===== config.mk =====
export PLATFORM = sky130hd
export DESIGN_NAME = stream_kernel_pooler
export DESIGN_NICKNAME = d
export VERILOG_FILES = /design/src/rtl/stream_kernel_pooler.sv
export SDC_FILE = /design/constraint.sdc
export NUM_CORES = 1
export LEC_CHECK = 0
export BUFFER_PORTS_ARGS = -buffer_cell sky130_fd_sc_hd__clkbuf_2
export CAP_MARGIN = 20
export CORE_MARGIN = 1.5
export CORE_UTILIZATION = 60
export CTS_CLUSTER_SIZE = 40
export DETAILED_ROUTE_END_ITERATION = 6
export PLACE_DENSITY = 0.76
export REMOVE_ABC_BUFFERS = 1
export SLEW_MARGIN = 20
export SYNTH_ARGS = -nofsm -noshare
export SYNTH_HDL_FRONTEND = slang
export SYNTH_SLANG_ARGS = --single-unit
export TNS_END_PERCENT = 100

===== constraint.sdc =====
create_clock -name clk -period 49.9 [get_ports clk]
set_input_delay 7.485 -clock clk [delete_from_list [all_inputs] [get_ports clk]]
set_output_delay 7.485 -clock clk [all_outputs]
set_load 0.005 [all_outputs]

===== src/rtl/stream_kernel_pooler.sv =====
`default_nettype none
// ============================================================================
// Module  : stream_kernel_pooler
// Brief   : Streaming KXxKY MAX/MIN pooler over a KY-row line buffer with
//           valid/ready handshakes on input pixels and pooled results.
// Revision: 1.0 - initial release
// ============================================================================
module stream_kernel_pooler #(
    parameter int DEPTH  = 8,
    parameter int KX     = 3,
    parameter int KY     = 3,
    parameter int AX     = 8,
    parameter int AY     = 8,
    parameter int STRIDE = 1
) (
    input  logic             clk,
    input  logic             rst_n,
    input  logic             clear,
    input  logic             mode,
    input  logic             s_valid,
    output logic             s_ready,
    input  logic [DEPTH-1:0] s_data,
    output logic             m_valid,
    input  logic             m_ready,
    output logic [DEPTH-1:0] m_data,
    output logic             m_last,
    output logic             frame_done,
    output logic             busy
);
    localparam int XW = (AX > 1) ? $clog2(AX) : 1;
    localparam int YW = (AY > 1) ? $clog2(AY) : 1;
    localparam int RW = (KY > 1) ? $clog2(KY) : 1;
    localparam int PW = (STRIDE > 1) ? $clog2(STRIDE) : 1;
    localparam int OX = (AX - KX) / STRIDE + 1;
    localparam int OY = (AY - KY) / STRIDE + 1;

    localparam logic [XW-1:0] c_x_max     = XW'(AX - 1);
    localparam logic [YW-1:0] c_y_max     = YW'(AY - 1);
    localparam logic [XW-1:0] c_x_win     = XW'(KX - 1);
    localparam logic [YW-1:0] c_y_win     = YW'(KY - 1);
    localparam logic [XW-1:0] c_x_lastwin = XW'((OX - 1) * STRIDE + KX - 1);
    localparam logic [YW-1:0] c_y_lastwin = YW'((OY - 1) * STRIDE + KY - 1);
    localparam logic [RW-1:0] c_row_max   = RW'(KY - 1);
    localparam logic [PW-1:0] c_ph_max    = PW'(STRIDE - 1);
    localparam logic [RW:0]   c_ky        = (RW + 1)'(KY);

    logic [XW-1:0]    r_x;
    logic [YW-1:0]    r_y;
    logic [RW-1:0]    r_row;
    logic [PW-1:0]    r_xph;
    logic [PW-1:0]    r_yph;
    logic             r_m_valid;
    logic [DEPTH-1:0] r_m_data;
    logic             r_m_last;
    logic             r_frame_done;
    logic             r_busy;
    logic [DEPTH-1:0] r_lb [0:KY-1][0:AX-1];

    logic             w_acc;
    logic             w_xfer;
    logic             w_x_end;
    logic             w_y_end;
    logic             w_win;
    logic             w_last_win;
    logic [DEPTH-1:0] w_best;
    logic [DEPTH-1:0] w_pix;
    logic [RW:0]      w_rsum;
    logic [RW-1:0]    w_ridx;
    logic [XW-1:0]    w_cidx;

    assign s_ready    = rst_n && (!r_m_valid || m_ready);
    assign m_valid    = r_m_valid;
    assign m_data     = r_m_data;
    assign m_last     = r_m_last;
    assign frame_done = r_frame_done;
    assign busy       = r_busy;

    assign w_acc      = s_valid && s_ready && !clear;
    assign w_xfer     = r_m_valid && m_ready;
    assign w_x_end    = (r_x == c_x_max);
    assign w_y_end    = (r_y == c_y_max);
    // Phase counters stay 0 until the window fits, so a zero phase marks a stride hit.
    assign w_win      = (r_x >= c_x_win) && (r_y >= c_y_win) && (r_xph == '0) && (r_yph == '0);
    assign w_last_win = w_win && (r_x == c_x_lastwin) && (r_y == c_y_lastwin);

    // Window row dy maps to buffer row (y-KY+1+dy) mod KY = (row+1+dy) mod KY;
    // the completing pixel is taken straight from s_data.
    always_comb begin
        w_best = s_data;
        w_pix  = '0;
        w_rsum = '0;
        w_ridx = '0;
        w_cidx = '0;
        for (int dy = 0; dy < KY; dy++) begin
            w_rsum = {1'b0, r_row} + (RW + 1)'(dy + 1);
            w_ridx = (w_rsum >= c_ky) ? RW'(w_rsum - c_ky) : RW'(w_rsum);
            for (int dx = 0; dx < KX; dx++) begin
                w_cidx = r_x - c_x_win + XW'(dx);
                if (dy == KY - 1 && dx == KX - 1)
                    w_pix = s_data;
                else
                    w_pix = r_lb[w_ridx][w_cidx];
                if (mode ? (w_pix < w_best) : (w_pix > w_best))
                    w_best = w_pix;
            end
        end
    end

    always_ff @(posedge clk) begin
        if (w_acc)
            r_lb[r_row][r_x] <= s_data;
    end

    always_ff @(posedge clk or negedge rst_n) begin
        if (!rst_n) begin
            r_x          <= '0;
            r_y          <= '0;
            r_row        <= '0;
            r_xph        <= '0;
            r_yph        <= '0;
            r_m_valid    <= 1'b0;
            r_m_data     <= '0;
            r_m_last     <= 1'b0;
            r_frame_done <= 1'b0;
            r_busy       <= 1'b0;
        end else if (clear) begin
            r_x          <= '0;
            r_y          <= '0;
            r_row        <= '0;
            r_xph        <= '0;
            r_yph        <= '0;
            r_m_valid    <= 1'b0;
            r_m_data     <= '0;
            r_m_last     <= 1'b0;
            r_frame_done <= 1'b0;
            r_busy       <= 1'b0;
        end else begin
            r_frame_done <= w_acc && w_x_end && w_y_end;

            if (w_acc) begin
                if (w_x_end) begin
                    r_x   <= '0;
                    r_xph <= '0;
                    if (w_y_end) begin
                        r_y   <= '0;
                        r_row <= '0;
                        r_yph <= '0;
                    end else begin
                        r_y   <= r_y + YW'(1);
                        r_row <= (r_row == c_row_max) ? '0 : r_row + RW'(1);
                        if (r_y >= c_y_win)
                            r_yph <= (r_yph == c_ph_max) ? '0 : r_yph + PW'(1);
                    end
                end else begin
                    r_x <= r_x + XW'(1);
                    if (r_x >= c_x_win)
                        r_xph <= (r_xph == c_ph_max) ? '0 : r_xph + PW'(1);
                end
            end

            if (w_acc && w_win) begin
                r_m_valid <= 1'b1;
                r_m_data  <= w_best;
                r_m_last  <= w_last_win;
            end else if (w_xfer) begin
                r_m_valid <= 1'b0;
                r_m_last  <= 1'b0;
            end

            // A final pixel that completes no window ends the frame on its own.
            if (w_acc && w_x_end && w_y_end && !w_win)
                r_busy <= 1'b0;
            else if (w_acc)
                r_busy <= 1'b1;
            else if (w_xfer && r_m_last)
                r_busy <= 1'b0;
        end
    end

endmodule
`default_nettype wire


==> metrics <==
synth warn 0; Post-Place Cell Area between 15000 and 20000 um2; row count 63; I/O pin count 27; DRC 0; clock sinks ~210; Final TNS setup 0 ns; worst hold endpoint busy$_DFFE_PN0P_; Post-CTS Hold Buffers 0; Int Power 393 uW; Worst Hold Class flip-flop to flip-flop; critical path endpoint category flip-flop; Worst-Margin Slew 1.18 ns; setup repair bufs after CTS 0; max-slew violations 0; core area between 20000 and 30000 um2; Starting Density 61.3%; EDFF count, synth roughly 190; Seq/Total Area, Yosys about a third; First-pass DRT Iterations 6; Total Wirelength 54900 um; critical path type input port to flip-flop; power share of the clock group approximately a quarter; Min Hold Slack ~0.55 ns; slowest cell delay on critical path slightly below 0.5 ns; number of global-route vias before repair between 10000 and 15000; Filler cells 2313; fin nets 1865; CTS Buf Count 24; most common cell after layout, fill and taps aside mux2i_1; Flop pwr share between 30% and 40%; CP Launch Type input port; Port Buffer Count 26; Detail Route Antenna Nets 0; CTS tree yes; critical path arrival ~26 ns; maximum buffer depth of the clock tree 3; reg2reg path depth between 90 and 100; status complete, no violations; Die Y between 150 and 200 um; normalized max-slew margin around a fifth; Cells after Synth about 1800; vias per cell just under 7; Sw Ratio a little under two fifths; NetSw about 230 uW; Peak VDD IR approximately 0.031 mV; Logic pwr share between 40% and 50%; first-pass GRT wire length slightly above 80000 um; H-tree depth 1; Total Die Area ~31000 um2; Final Hold Fails 0; Final min period approximately 26 ns; fmax around 38 MHz; Hold Crit Depth 2; area grow syn2layout 5.53%; gr ovfl total 0; GRT Util Overall 35.4%; synthesized area around 18000 um2; Worst R2R Setup Slack about 27 ns; root buffer cell clkbuf_16; CP required roughly 50 ns; Initial DRC Count about 1900; register area 6270 um2; Seq cells post-synth 212; vias approximately 15000; syn_area_per_cell approximately 9.9 um2; WL/cell roughly 25 um; RSZ-0062 raised after global routing no; PD cells approximately 32 nW/um2; final setup skew between 0.007 and 0.008 ns; CP max stage cell mux2_2; MaxCap Viol Count 0; ys flop type edfxtp_1; DP Wirelength around 37000 um; Diodes inserted 0; clk slew on worst S/H paths ~0.060 ns; worst r2r src r_row[0]$_DFFE_PN0P_; CP max FO 27; design area around 19000 um2; worst hold path startpoint busy$_DFFE_PN0P_; Clock Latency Late Sink 0.53 ns; Worst R2R End m_data[0]$_DFFE_PN0P_; fraction of registers with async set/reset under 10%; Resized Gates After CTS 0; count of cell types in the netlist slightly above 80; CP most frequent cell a21oi_1; layout cell share with drive strength beyond 1 between 10% and 20%; Worst Slack Setup Final between 20 and 25 ns; pin count of the biggest net entering global routing 176; GPL Wtd Cong between 0.9 and 1; Final Setup Violations 0; crit share post-route between 50% and 60%; most frequent cells in the layout mux2i_1, edfxtp_1, nor2_1, a21oi_1, o21ai_0; Setup WS pre-CTS ~24 ns; multi-input logic area around 11000 um2; Leak between 6 and 7 nW; initial antenna violation count 0; Die Span X around 180 um
==> metal layers <==
metal | part of all wire [%] | vias up | GRT usage (%)
li1 | - | 6775 | -
met1 | 41 | 7233 | 50.5
met2 | 44 | 796 | 53.7
met3 | 11 | 132 | 5.46
met4 | 4.4 | 0 | 15.0
met5 | 0 | - | 0
==> power by group through the flow <==
stage	clock network (mW)	registers, mW	logic [mW]
after floorplan	0	0.200	0.193
after global routing	0.172	0.196	0.292
final	0.165	0.196	0.263
after global placement	0	0.199	0.254
after CTS	0.166	0.196	0.258
after detailed placement	0	0.199	0.256
==> Yosys cell counts (9+ instances only) <==
library cell | n | area (um2)
mux4_2 | 81 | 1820
clkbuf_1 | 97 | 364
mux2_2 | 36 | 405
or3_1 | 9 | 56.3
buf_1 | 31 | 116
nor2_1 | 183 | 687
a21o_1 | 11 | 82.6
o211ai_1 | 9 | 67.6
nor3_1 | 21 | 105
mux2i_1 | 252 | 2520
nand3_1 | 11 | 55.1
nand2b_1 | 17 | 106
nand2_1 | 124 | 465
edfxtp_1 | 192 | 5770
nor2b_1 | 59 | 369
and3_1 | 37 | 231
inv_1 | 65 | 244
mux2_1 | 10 | 113
a211oi_1 | 61 | 458
o21ai_0 | 131 | 656
a31oi_1 | 12 | 75.1
ha_1 | 78 | 976
a21oi_1 | 172 | 861
dfrtp_1 | 20 | 500
==> kinds of logic after synthesis <==
logic type / Yosys count / synth area share (%)
buffers and inverters: 205 / 4.33
AOI/OAI and AO/OA: 465 / 15.6
xor gates and xnor gates: 9 / 0.474
and+or+nand+nor: 487 / 12.5
DFF: 212 / 34.4
muxes: 385 / 27.3
adders and majority gates: 79 / 5.42
==> critical path, delay by kind of cell <==
kind / cells / cell delay, ns
AO/OA/AOI/OAI: 49 / 9.44
adder cells (fa/ha/maj): 9 / 2.59
AND/OR/NAND/NOR: 22 / 2.91
buffers and inverters: 7 / 1.33
multiplexers: 7 / 2.55
==> area by class of cell <==
type / instances / area share [%]
Inverter: 67 / 1.31
Timing Repair Buffer: 43 / 1.41
Clock inverter: 13 / 0.378
Multi-Input combinational cell: 1425 / 58.4
Tap cell: 390 / 2.54
Clock buffer: 30 / 3.35
Sequential cell: 212 / 32.7
==> per-stage QoR <==
| step | util (%) | power (mW) | cells |
|---|---|---|---|
| final | 64.6 | 0.624 | 2180 |
| after global routing | 64.6 | 0.660 | 2180 |
| after CTS | 64.6 | 0.620 | 2180 |
| after detailed placement | 62.2 | 0.455 | 2137 |
| after global placement | 62.2 | 0.453 | 2137 |
| after floorplan | - | 0.393 | 1704 |
==> sequential cells by signal, summed over array words and instances (netlist names) <==
| register | count |
|---|---|
| r_row | 2 |
| r_lb | 192 |
| busy | 1 |
| r_x | 3 |
| r_y | 3 |
| m_valid | 1 |
| m_data | 8 |
| frame_done | 1 |
| m_last | 1 |
==> how the worst max path moves through the flow <==
| stage | startpoint | endpoint | slack (ns) |
|---|---|---|---|
| after floorplan | r_row[0]$_DFFE_PN0P_ | m_data[0]$_DFFE_PN0P_ | 21.61 |
| after global placement | s_data[2] | m_data[0]$_DFFE_PN0P_ | 24.34 |
| after detailed placement | s_data[2] | m_data[0]$_DFFE_PN0P_ | 23.74 |
| after CTS | s_data[2] | m_data[0]$_DFFE_PN0P_ | 24.23 |
| after global routing | s_data[2] | m_data[0]$_DFFE_PN0P_ | 22.58 |
| final | s_data[2] | m_data[0]$_DFFE_PN0P_ | 23.92 |
(Power assumes the default switching activity.)
